[src/rtl/valet_retrieval_ctrl.sv]
// valet_retrieval_ctrl: lot occupancy table, retrieval request queue and walk/handoff FSM.
// Optional VIP-first request selection is enabled by defining VALET_VIP_PRIORITY_EN.
module valet_retrieval_ctrl #(
    parameter int NUM_SLOTS   = 8,
    parameter int PLATE_W     = 16,
    parameter int CNT_W       = 16,
    parameter int WALK_CYCLES = 4,
    parameter int REQ_DEPTH   = 4,
    localparam int SLOT_W     = $clog2(NUM_SLOTS)
) (
    input  logic               clk,
    input  logic               rst_n,
    input  logic               park_valid,
    output logic               park_ready,
    input  logic [PLATE_W-1:0] park_plate,
    output logic               park_dup,
    input  logic               req_valid,
    output logic               req_ready,
    input  logic [PLATE_W-1:0] req_plate,
    input  logic               req_vip,
    output logic               out_valid,
    input  logic               out_ready,
    output logic [PLATE_W-1:0] out_plate,
    output logic [SLOT_W-1:0]  out_slot,
    output logic               out_miss,
    output logic [CNT_W-1:0]   out_wait,
    output logic [SLOT_W:0]    slots_used
);
    localparam int QI = $clog2(REQ_DEPTH);
    localparam int QW = $clog2(REQ_DEPTH + 1);
    localparam int WW = $clog2(WALK_CYCLES + 1);
`ifdef VALET_VIP_PRIORITY_EN
    localparam bit VIP_EN = 1'b1;
`else
    localparam bit VIP_EN = 1'b0;
`endif

    typedef enum logic [1:0] {IDLE, LOOKUP, WALK, HANDOFF} state_t;
    state_t state, state_nxt;

    logic [NUM_SLOTS-1:0] occ;
    logic [PLATE_W-1:0]   slot_plate [NUM_SLOTS];
    logic [PLATE_W-1:0]   q_plate [REQ_DEPTH];
    logic                 q_vip   [REQ_DEPTH];
    logic [CNT_W-1:0]     q_age   [REQ_DEPTH];
    logic [PLATE_W-1:0]   nq_plate [REQ_DEPTH];
    logic                 nq_vip   [REQ_DEPTH];
    logic [CNT_W-1:0]     nq_age   [REQ_DEPTH];
    logic [QW-1:0]        q_cnt, wpos;
    logic [QI-1:0]        sel, j;
    logic [WW-1:0]        walk_cnt;
    logic [CNT_W-1:0]     wait_cnt, lk_age;
    logic [PLATE_W-1:0]   lk_plate;
    logic [SLOT_W-1:0]    lk_slot, free_idx;
    logic                 lk_hit, park_hit, park_fire, req_fire, pop, out_fire;

    assign park_ready = ~&occ;
    assign park_fire  = park_valid && park_ready;
    assign req_ready  = q_cnt < QW'(REQ_DEPTH);
    assign req_fire   = req_valid && req_ready;
    assign pop        = state == LOOKUP;
    assign out_valid  = state == HANDOFF;
    assign out_fire   = out_valid && out_ready;
    assign out_wait   = wait_cnt;
    assign lk_plate   = q_plate[sel];
    assign lk_age     = q_age[sel];
    assign wpos       = q_cnt - QW'(pop);

    // Table is read pre-write: a park landing this cycle is invisible to lookup and dup checks.
    always_comb begin
        lk_hit     = 1'b0;
        lk_slot    = '0;
        park_hit   = 1'b0;
        free_idx   = '0;
        slots_used = '0;
        for (int i = NUM_SLOTS - 1; i >= 0; i--) begin
            if (occ[i] && slot_plate[i] == lk_plate) begin
                lk_hit  = 1'b1;
                lk_slot = SLOT_W'(i);
            end
            if (occ[i] && slot_plate[i] == park_plate) park_hit = 1'b1;
            if (!occ[i]) free_idx = SLOT_W'(i);
            slots_used = slots_used + {{SLOT_W{1'b0}}, occ[i]};
        end
    end

    // Queue is a compacting shift list so a VIP entry can leave from the middle.
    always_comb begin
        sel = '0;
        for (int i = REQ_DEPTH - 1; i >= 0; i--)
            if (VIP_EN && QW'(i) < q_cnt && q_vip[i]) sel = QI'(i);
        for (int i = 0; i < REQ_DEPTH; i++) begin
            j = (pop && QI'(i) >= sel && i < REQ_DEPTH - 1) ? QI'(i + 1) : QI'(i);
            nq_plate[i] = req_fire && QW'(i) == wpos ? req_plate : q_plate[j];
            nq_vip[i]   = req_fire && QW'(i) == wpos ? req_vip & VIP_EN : q_vip[j];
            nq_age[i]   = req_fire && QW'(i) == wpos ? '0 :
                          &q_age[j] ? q_age[j] : q_age[j] + CNT_W'(1);
        end
    end

    always_comb begin
        state_nxt = state;
        case (state)
            IDLE:    state_nxt = |q_cnt ? LOOKUP : IDLE;
            LOOKUP:  state_nxt = lk_hit ? WALK : HANDOFF;
            WALK:    state_nxt = walk_cnt == WW'(WALK_CYCLES - 1) ? HANDOFF : WALK;
            HANDOFF: state_nxt = out_ready ? IDLE : HANDOFF;
            default: state_nxt = IDLE;
        endcase
    end

    always_ff @(posedge clk) begin
        if (!rst_n) begin
            state     <= IDLE;
            occ       <= '0;
            q_cnt     <= '0;
            park_dup  <= 1'b0;
            out_plate <= '0;
            out_slot  <= '0;
            out_miss  <= 1'b0;
            wait_cnt  <= '0;
            walk_cnt  <= '0;
        end else begin
            state    <= state_nxt;
            q_cnt    <= q_cnt + QW'(req_fire) - QW'(pop);
            park_dup <= park_fire && park_hit;
            if (park_fire && !park_hit) occ[free_idx] <= 1'b1;
            if (out_fire && !out_miss) occ[out_slot] <= 1'b0;
            if (pop) begin
                out_plate <= lk_plate;
                out_slot  <= lk_hit ? lk_slot : '0;
                out_miss  <= !lk_hit;
                wait_cnt  <= &lk_age ? lk_age : lk_age + CNT_W'(1);
                walk_cnt  <= '0;
            end
            if (state == WALK) begin
                walk_cnt <= walk_cnt + WW'(1);
                wait_cnt <= &wait_cnt ? wait_cnt : wait_cnt + CNT_W'(1);
            end
        end
    end

    always_ff @(posedge clk) begin
        if (park_fire && !park_hit) slot_plate[free_idx] <= park_plate;
        q_plate <= nq_plate;
        q_vip   <= nq_vip;
        q_age   <= nq_age;
    end
endmodule

[config.mk]
export PLATFORM = sky130hd
export DESIGN_NAME = valet_retrieval_ctrl
export DESIGN_NICKNAME = d
export VERILOG_FILES = /design/src/rtl/valet_retrieval_ctrl.sv
export SDC_FILE = /design/constraint.sdc
export NUM_CORES = 1
export LEC_CHECK = 0
export CORE_ASPECT_RATIO = 0.75
export CORE_UTILIZATION = 60
export CTS_CLUSTER_SIZE = 30
export DETAILED_ROUTE_END_ITERATION = 16
export PLACE_DENSITY = 0.8
export SYNTH_ARGS = -nofsm -noshare
export SYNTH_HDL_FRONTEND = slang
export SYNTH_SLANG_ARGS = --single-unit
[constraint.sdc]
create_clock -name clk -period 4.7 [get_ports clk]
set_input_delay 0.94 -clock clk [delete_from_list [all_inputs] [get_ports clk]]
set_output_delay 0.94 -clock clk [all_outputs]
set_load 0.03 [all_outputs]
==> impl_metrics.csv, run 1 <==
group,metric,value,unit
global_routing,grt_pass1_wl,65820,um
synth,async_flop_share,0,%
placed_design,hpwl,27750,um
detailed_routing,via_per_inst,6.094,
floorplan,io_pins,82,
synth,synth_area_leader_cell,"edfxtp_1",
clocking,cts_tree,"yes",
synth,synth_area,16520,um2
worst_setup_path,crit_type,"flip-flop to output port",
clocking,cts_htree_levels,2,
synth,synth_flop_cell,"edfxtp_1",
synth,synth-edff-count,192,
timing,finClkSkew,0.02236,ns
detailed_routing,vias,12310,
worst_setup_path,r2r-start,"state[1]",
layout,drive_gt1_share,8.573,%
floorplan,die_x,193.6,um
worst_setup_path,crit_path_top_delay_cell,"fa_1",
worst_setup_path,crit_buf_inv,3,
pwr,p_sw,0.003960,W
clocking,clkSlewWorstSetupHoldPaths,0.06,ns
worst_setup_path,cp_data_required_time,3.76,ns
floorplan,die_y,145.7,um
synth,synthDistinctLibCells,87,
worst_setup_path,path_cells,"fa_1 -> inv_1 -> fa_1 -> fa_1 -> inv_1 -> ha_1 -> fa_1 -> xor2_1 -> dlygate4sd2_1",
pwr,intPower,0.006685,W
worst_setup_path,rrSetupSlack,1.38,ns
timing,rsz0062_at_grt,"false",
clocking,hold_buffers,0,
detailed_routing,drc,0,
pwr,ir_drop,0.3375,mV
outcome,outcome,"complete, no violations",
synth,yosys_warnings,0,
floorplan,initial_utilization,61.18,%
synth,netlist.area_leader.share,34.90,%
placed_design,gp_congestion,0.9287,
pwr,cellLeakagePower,6.892,nW
floorplan,rows,52,
worst_setup_path,cp_common_cell,"fa_1",
clocking,post-cts-setup-buffer-count,0,
hold_path,hold_depth,2,
timing,relSlewSlack,40.61,%
detailed_routing,wl_per_cell,20.88,um
layout,nNetsFinal,1705,
layout,area_growth,13.52,%
floorplan,dieArea,28210,um2
pwr,finalPower,0.01065,W
detailed_routing,wl,42170,um
pwr,share_seq_of_total_power,43.2,%
clocking,cts_buffers,34,
global_routing,antenna_found_initial,1,
global_routing,grt_pass1_vias,11680,
worst_setup_path,endpoint_kind,"output port",
timing,setup_tns,0,ns
floorplan,coreArea,27000,um2
worst_setup_path,r2r_cells,11,
timing,slew_violations,0,
synth,synth_nets,1634,
worst_setup_path,worstPathArrival,3.57,ns
hold_path,hold_start,"out_plate[14]",
pwr,p_per_area,567.6,nW/um2
run,max-cap-violations,0,
timing,fmax,0.2216,GHz
hold_path,hold_path_class,"flip-flop to flip-flop",
timing,min_period_over_period,96.02,%
global_routing,grt_max_degree,85,
placed_design,portBuffers,80,
clocking,clockBufferDepth,3,
detailed_routing,drtIter0Drc,1282,
timing,worst_pin_slew,0.8902,ns
detailed_routing,final_antenna_net_count,0,
timing,setup_viol,0,
worst_setup_path,worst_setup_path_start_kind,"flip-flop",
pwr,p_comb_share,31.3,%
pwr,switching_share,37.20,%
synth,ys_seq_area_share,49.08,%
clocking,cts_root_buf,"clkbuf_16",
clocking,cts_sinks,309,
layout,fin_util,69.45,%
timing,finalCriticalPeriod,4.513,ns
worst_setup_path,critical_path.top_delay_family,"adder cells",
synth,synth_area_leaders,"edfxtp_1 35%, dfxtp_1 14%, xor2_1 13%, nand2_1 4.5%, xnor2_1 3.6%",
synth,ys_ff_latch,309,
global_routing,grt-ovfl-total,0,
hold_path,hold_end,"out_plate[14]",
worst_setup_path,slowest_delay,0.49,ns
worst_setup_path,path_max_fanout,6,
detailed_routing,dr.pass1.iters,5,
pwr,clock_power_share,25.5,%
clocking,worstSkewPairLatency,0.52,ns
global_routing,track_usage,29.89,%
timing,hold_viol_final,0,
worst_setup_path,timing.rr.end,"q_age[27]",
synth,synthCells,1571,
synth,post_synth.cell_area_avg,10.52,um2
power groups by stage:
stage	Sequential [W]	Combinational (W)	Clock (W)
5_1_grt	0.00464	0.00366	0.00286
3_3_place_gp	0.00456	0.00314	0
4_1_cts	0.00455	0.00331	0.00274
6_report	0.00460	0.00333	0.00272
3_5_place_dp	0.00459	0.00326	0
2_1_floorplan	0.00413	0.00268	0
cell type report:
cell class	count	area [um2]
diodes	1	2.502
clock buffers	43	948.4
clock inverters	19	181.4
fillers	1906	8248
inverters	24	90.09
multi-input cells	1156	7883
flip-flops and latches	309	8108
well taps	351	439.2
repair buffers	117	1101
layout by cell type, fill, tap and decap left out, types with 16 or more instances in the layout:
cell type        netlist  final
xor2_1               238    238
nand2_1              200    200
edfxtp_1             192    192
dfxtp_1              117    117
nor2_1               104    102
clkdlybuf4s50_1        0     78
xnor2_1               68     68
nor4_1                50     49
a21oi_1               47     47
mux2i_1               47     47
o21ai_0               47     47
nand3_1               46     46
nor3_1                42     42
clkbuf_16              0     37
buf_4                  8     35
nand4_1               30     30
inv_1                 23     23
and3_1                23     23
ha_1                  20     19
mux2_2                16     16
metal layers:
metal  global-route usage, %  vias up  routed length (um)
li1                        -     5716                   -
met2                   44.30      643               18020
met4                   9.000        0                1063
met5                       0        -                   0
met1                   43.22     5869               18190
met3                   7.532       82                4901
worst reg2reg max path: cells and delay by family (launching register included):
| kind | cells | cell delay (ns) |
|---|---|---|
| adder cells (fa/ha/maj) | 2 | 0.86 |
| multiplexers | 1 | 0.23 |
| AO/OA/AOI/OAI | 1 | 0.09 |
| buffers and inverters | 3 | 0.69 |
| flip-flops | 1 | 0.33 |
| AND/OR/NAND/NOR | 4 | 1.04 |
registers in the layout, indices dropped and copies added, names as in the netlist:
signal      flops
slot_plate    128
q_age          64
q_plate        64
out_plate      16
out_wait       16
occ             8
out_slot        3
q_cnt           3
walk_cnt        3
state           2
out_miss        1
park_dup        1
per-stage QoR:
stage               hold WS [ns]  instance area [um2]  setup slack [ns]  cells
floorplan                 0.4491                16520            0.7886   1571
global placement          0.4603                17620            0.4448   1957
detailed placement        0.4722                17620            0.4142   1957
CTS                       0.4895                18750            0.1668   2019
global route              0.5237                18750           0.07893   2019
finish                    0.4918                18750            0.1871   2020
how the worst max path moves through the flow:
stage                                  end      startpoint  depth (start not counted)  slack [ns]
final                        slots_used[2]          occ[3]                          9        0.19
after floorplan              slots_used[2]          occ[0]                          8        0.79
after global routing         slots_used[2]          occ[1]                          9        0.08
after detailed placement  slot_plate[0][8]  park_plate[11]                          9        0.41
after CTS                    slots_used[2]          occ[1]                          9        0.17
after global placement    slot_plate[0][7]  park_plate[11]                          9        0.44
cells by family after synthesis:
| kind of cell | after synthesis | synth area share [%] |
|---|---|---|
| and+or+nand+nor | 588 | 18.09 |
| DFF | 309 | 49.08 |
| AOI/OAI and AO/OA | 170 | 6.870 |
| buffers and inverters | 106 | 3.348 |
| muxes | 67 | 4.264 |
| adders and majority gates | 25 | 2.121 |
| xor gates and xnor gates | 306 | 16.22 |
cells in the mapped netlist (5+ instances only):
master and n:
clkbuf_1 27, nor2b_1 12, edfxtp_1 192, or2_2 6, buf_4 8, mux2i_1 47, buf_2 36, nand3b_1 7
nor4_1 50, nand2b_1 13, a211oi_1 9, nand2_1 200, mux2_2 16, a21oi_1 47, inv_1 23, ha_1 20
nand4_1 30, buf_6 7, and2_1 15, and3_1 23, o21a_1 5, nand3_1 46, xnor2_1 68, nor2_1 104
o21ai_0 47, o221a_2 6, or3_1 5, dfxtp_1 117, fa_1 5, nor3_1 42, xor2_1 238, a31oi_1 10
what timing repair did:
item	CTS	global route
hold endpoints to repair	0	0
setup endpoints to repair	2	0
resized for setup	2	0
(Power assumes the default switching activity.)
==> run 2: changes to the inputs <==
--- a/config.mk
+++ b/config.mk
@@ -6,6 +6,7 @@
 export NUM_CORES = 1
 export LEC_CHECK = 0
 export CORE_ASPECT_RATIO = 0.75
+export CORE_MARGIN = 2
 export CORE_UTILIZATION = 60
 export CTS_CLUSTER_SIZE = 30
 export DETAILED_ROUTE_END_ITERATION = 16
==> run 2 against run 1 <==
Sequential share of layout area increased by 0.33 points. Clock skew decreased by 0.011 ns. Hold slack got worse by 0.011 ns. Clock power decreased by 8.1%. Utilization decreased by 0.52 points. Non-clock buffer count decreased by 1. Critical path depth decreased by 1. Global-route usage decreased by 1.4 points. Register-to-register slack about the same. Routed wire length decreased by 1.5%. Critical path type unchanged. Largest power group unchanged.
==> impl_metrics.csv, run 2 (synthesis results as in run 1) <==
group,metric,value,unit
pwr,p_per_area,557.9,nW/um2
placed_design,hpwl,27750,um
hold_path,hold_depth,2,
detailed_routing,drc,0,
timing,slew_violations,0,
worst_setup_path,crit_start,"occ[1]",
global_routing,grt_pass1_vias,11580,
worst_setup_path,endpoint_kind,"output port",
worst_setup_path,r2r_cells,10,
worst_setup_path,cp_common_cell,"fa_1",
timing,min_period_over_period,97.27,%
clocking,clkSlewWorstSetupHoldPaths,0.06,ns
layout,mostFrequentLayoutCells,"238 x xor2_1, 200 x nand2_1, 192 x edfxtp_1",
layout,largest_reg_flops,128,
worst_setup_path,path_max_fanout,7,
run,max-cap-violations,0,
clocking,cts_buffers,30,
worst_setup_path,critical_path.top_delay_family,"adder cells",
layout,reg.largest.list,"slot_plate x128, q_age x64, q_plate x64",
layout,drive_gt1_share,8.669,%
detailed_routing,dr.pass1.iters,5,
pwr,cellLeakagePower,6.848,nW
clocking,cts_root_buf,"clkbuf_16",
worst_setup_path,cp_num_cells,8,
worst_setup_path,slowest_delay,0.50,ns
global_routing,grt-ovfl-total,0,
outcome,outcome,"complete, no violations",
layout,area_growth,12.67,%
detailed_routing,wl_met1,18160,um
worst_setup_path,cp_data_required_time,3.76,ns
timing,hold_viol_final,0,
timing,fmax,0.2187,GHz
detailed_routing,via_per_inst,6.092,
detailed_routing,vias,12260,
floorplan,die_x,195.6,um
floorplan,rows,52,
global_routing,track_usage,28.46,%
pwr,ir_drop,0.3662,mV
clocking,cts_htree_levels,1,
layout,largest-register,"slot_plate",
detailed_routing,final_antenna_net_count,0,
floorplan,initial_utilization,61.18,%
worst_setup_path,worstPathArrival,3.63,ns
worst_setup_path,path_cells,"fa_1 -> inv_1 -> fa_1 -> fa_1 -> inv_1 -> ha_1 -> fa_1 -> dlygate4sd2_1",
floorplan,io_pins,82,
timing,setup_tns,0,ns
floorplan,die_y,147.7,um
timing,worst_pin_slew,0.8800,ns
floorplan,coreArea,27000,um2
global_routing,grt_pass1_wl,64270,um
floorplan,dieArea,28890,um2
global_routing,grt_max_degree,63,
detailed_routing,wl_per_cell,20.64,um
detailed_routing,top_layer,"met5",
hold_path,hold_start,"walk_cnt[1]",
clocking,worstSkewPairLatency,0.56,ns
worst_setup_path,crit_path_top_delay_cell,"fa_1",
worst_setup_path,worst_setup_path_start_kind,"flip-flop",
timing,rsz0062_at_grt,"false",
clocking,clockBufferDepth,3,
placed_design,gp_congestion,0.9052,
detailed_routing,met2_length,17500,um
detailed_routing,wl,41540,um
timing,relSlewSlack,41.33,%
timing,setup_viol,0,
placed_design,portBuffers,80,
hold_path,hold_path_class,"flip-flop to flip-flop",
detailed_routing,drtIter0Drc,1306,
layout,final_common_cell,"xor2_1",
worst_setup_path,crit_buf_inv,3,
global_routing,antenna_found_initial,3,
timing,finalCriticalPeriod,4.572,ns
clocking,cts_tree,"yes",
worst_setup_path,r2r-start,"state[1]",
detailed_routing,dr_wl_met3,4549,um
clocking,cts_sinks,309,
worst_setup_path,crit_type,"flip-flop to output port",
layout,fin_util,68.93,%
timing,finClkSkew,0.01109,ns
clocking,hold_buffers,0,
layout,nFillCells,1937,
layout,nNetsFinal,1700,
-- run 2: stage by stage --
| stage | setup slack (ns) | total power [W] | cell area, um2 | hold WS [ns] | instances |
|---|---|---|---|---|---|
| floorplan | 0.7886 | 0.006806 | 16520 | 0.4491 | 1571 |
| global placement | 0.4052 | 0.007698 | 17590 | 0.4580 | 1956 |
| detailed placement | 0.3213 | 0.007832 | 17590 | 0.4742 | 1956 |
| CTS | 0.01621 | 0.01033 | 18610 | 0.4843 | 2012 |
| global route | 0.007637 | 0.01091 | 18610 | 0.5143 | 2013 |
| finish | 0.1283 | 0.01038 | 18610 | 0.4812 | 2013 |
-- run 2: final timing paths --
kind / slack [ns] / to
max: 0.13 / slots_used[1]
min: 0.48 / walk_cnt[1]
max reg2reg: 1.39 / q_age[27]
min reg2reg: 0.48 / walk_cnt[1]
-- run 2: final cells by class --
class                           count  area (um2)  share of cell area (%)
Antenna cell                        1       2.502                 0.01344
Timing Repair Buffer              116        1067                   5.734
Tap cell                          351       439.2                   2.359
Inverter                           24       90.09                  0.4840
Clock buffer                       42       857.1                   4.605
Sequential cell                   309        8109                   43.57
Clock inverter                     14       165.2                  0.8873
Multi-Input combinational cell   1156        7883                   42.35
-- run 2: layer usage --
metal	vias to the layer above	GRT usage, %
met5	-	0
met4	4	9.466
met3	98	6.411
met2	611	42.02
met1	5859	41.68
li1	5692	-
-- run 2: worst register-to-register path, stage by stage (launching register included) --
cell and delay (ns):
dfxtp_1 0.33, inv_1 0.11, ha_4 0.65, buf_4 0.47, mux2i_1 0.19, a21o_1 0.23
nor3_4 0.30, nand4b_2 0.41, nand3_1 0.25, o21ai_0 0.10, and3_1 0.17
-- run 2: power breakdown --
group / leakage, nW / total [W] / switching [W] / internal, W
Sequential: 2.73 / 0.00459 / 0.000968 / 0.00363
Clock: 0.501 / 0.00250 / 0.00102 / 0.00148
Combinational: 3.61 / 0.00329 / 0.00188 / 0.00140
-- run 2: what timing repair did --
action / CTS / global route
setup buffers: 0 / 0
gates resized for setup: 2 / 4
setup endpoints to repair: 2 / 3
==> run 3: changes to the inputs <==
--- a/config.mk
+++ b/config.mk
@@ -11,6 +11,7 @@
 export CTS_CLUSTER_SIZE = 30
 export DETAILED_ROUTE_END_ITERATION = 16
 export PLACE_DENSITY = 0.8
+export RECOVER_POWER = 25
 export SYNTH_ARGS = -nofsm -noshare
 export SYNTH_HDL_FRONTEND = slang
 export SYNTH_SLANG_ARGS = --single-unit
==> run 3 against run 2 <==
Combinational power is essentially flat. Global-route usage unchanged. Clock power is essentially flat. Hold slack barely moved. Design area fell by 0.32%. Via count fell by 0.41%. Sequential share of layout area is 0.14 points higher. Clock skew fell by 0.0018 ns. Cell count stayed put.
==> impl_metrics.csv, run 3 (synthesis results as in run 1) <==
group,metric,value,unit
timing,setup_ws,0.1322,ns
detailed_routing,wl_per_cell,20.57,um
detailed_routing,wl,41410,um
worst_setup_path,r2r-start,"state[1]",
pwr,p_comb_share,31.6,%
worst_setup_path,r2r_cells,10,
clocking,post-cts-setup-buffer-count,0,
detailed_routing,dr.pass1.iters,5,
floorplan,dieArea,28890,um2
global_routing,grt_pass1_vias,11580,
detailed_routing,final_antenna_net_count,0,
hold_path,hold_end,"walk_cnt[1]",
worst_setup_path,crit_start,"occ[1]",
hold_path,hold_depth,2,
worst_setup_path,timing.rr.end,"q_age[27]",
timing,timing.hold.ws,0.4816,ns
clocking,cts_root_buf,"clkbuf_16",
layout,final_common_cell,"xor2_1",
timing,finClkSkew,0.009264,ns
timing,setup_viol,0,
pwr,intPower,0.006503,W
layout,largest-register,"slot_plate",
layout,area_growth,12.31,%
clocking,cts_tree,"yes",
placed_design,placed_area,17590,um2
timing,worst_pin_slew,1.414,ns
layout,drive_gt1_share,7.706,%
floorplan,initial_utilization,61.18,%
pwr,ir_drop,0.3656,mV
run,max-cap-violations,0,
detailed_routing,via_per_inst,6.068,
hold_path,hold_start,"walk_cnt[1]",
global_routing,track_usage,28.46,%
worst_setup_path,crit_type,"flip-flop to output port",
placed_design,hpwl,27750,um
worst_setup_path,rrSetupSlack,1.38,ns
layout,largest_reg_flops,128,
pwr,cellLeakagePower,6.798,nW
clocking,cts_htree_levels,1,
detailed_routing,drtIter0Drc,1321,
global_routing,antenna_found_initial,3,
timing,relSlewSlack,5.750,%
global_routing,grt_max_degree,63,
pwr,p_sw,0.003864,W
clocking,clkSlewWorstSetupHoldPaths,0.06,ns
timing,min_period_over_period,97.19,%
timing,hold_viol_final,0,
clocking,cts_resized,2,
floorplan,die_y,147.7,um
worst_setup_path,path_max_fanout,7,
timing,rsz0062_at_grt,"false",
pwr,share_seq_of_total_power,44.3,%
timing,setup_tns,0,ns
floorplan,io_pins,82,
pwr,clock_power_share,24.1,%
timing,slew_violations,0,
global_routing,grt_pass1_wl,64270,um
pwr,switching_share,37.27,%
pwr,p_per_area,558.8,nW/um2
worst_setup_path,worstPathArrival,3.63,ns
placed_design,gp_congestion,0.9052,
floorplan,die_x,195.6,um
clocking,cts_buffers,30,
layout,mostFrequentLayoutCells,"238 x xor2_1, 200 x nand2_1, 192 x edfxtp_1",
clocking,cts_sinks,309,
hold_path,hold_path_class,"flip-flop to flip-flop",
placed_design,placed_cells,1956,
clocking,clockBufferDepth,3,
layout,nNetsFinal,1700,
placed_design,place_ws,0.3213,ns
clocking,worstSkewPairLatency,0.56,ns
timing,fmax,0.2189,GHz
outcome,outcome,"complete, no violations",
worst_setup_path,cp_data_required_time,3.76,ns
layout,reg.largest.list,"slot_plate x128, q_age x64, q_plate x64",
global_routing,grt-ovfl-total,0,
layout,fin_area,18550,um2
floorplan,coreArea,27000,um2
clocking,hold_buffers,0,
worst_setup_path,worst_setup_path_start_kind,"flip-flop",
detailed_routing,drc,0,
placed_design,portBuffers,80,
timing,finalCriticalPeriod,4.568,ns
detailed_routing,vias,12210,
layout,layout.cells.non_filler,2013,
floorplan,rows,52,
worst_setup_path,endpoint_kind,"output port",
[run 3: how the worst max path moves through the flow]
stage / to / slack (ns) / cells after the start
after global placement: slots_used[2] / 0.41 / 9
after detailed placement: slots_used[2] / 0.32 / 9
after floorplan: slots_used[2] / 0.79 / 8
final: slots_used[1] / 0.13 / 8
after CTS: slots_used[2] / 0.02 / 9
after global routing: slots_used[1] / 0.008 / 8
[run 3: power groups by stage]
stage	clock network, W	registers [W]	logic, W
2_1_floorplan	0	0.00413	0.00268
3_3_place_gp	0	0.00457	0.00313
3_5_place_dp	0	0.00459	0.00324
4_1_cts	0.00252	0.00454	0.00327
5_1_grt	0.00263	0.00464	0.00363
6_report	0.00250	0.00459	0.00327
[run 3: metrics by stage]
stage | utilization [%] | power (W)
floorplan | - | 0.006806
CTS | 68.92 | 0.01033
global route | 68.71 | 0.01090
detailed placement | 65.15 | 0.007832
global placement | 65.15 | 0.007698
finish | 68.71 | 0.01037
[run 3: area by class of cell]
| class | count | area, um2 |
|---|---|---|
| fill | 1948 | 8448 |
| sequential | 309 | 8109 |
| multi-input combinational | 1156 | 7883 |
| timing repair buffer | 116 | 1007 |
| clock buffer | 42 | 857.1 |
| tap | 351 | 439.2 |
| clock inverter | 14 | 165.2 |
| inverter | 24 | 90.09 |
| antenna | 1 | 2.502 |
[run 3: worst max-delay path, cell delays in order, from the launching register on]
cell           delay [ns]
dfxtp_1              0.46
fa_1                 0.45
inv_1                0.09
fa_1                 0.44
fa_1                 0.50
inv_1                0.06
ha_1                 0.21
fa_1                 0.47
dlygate4sd2_1        0.39
[run 3: metal layers]
layer / wire (um) / vias up / track usage (%) / part of all wire [%]
met2: 17450 / 557 / 42.02 / 42
met5: 23 / - / 0 / 0.056
li1: - / 5697 / - / -
met3: 4408 / 105 / 6.411 / 11
met1: 18250 / 5851 / 41.68 / 44
met4: 1278 / 4 / 9.466 / 3.1
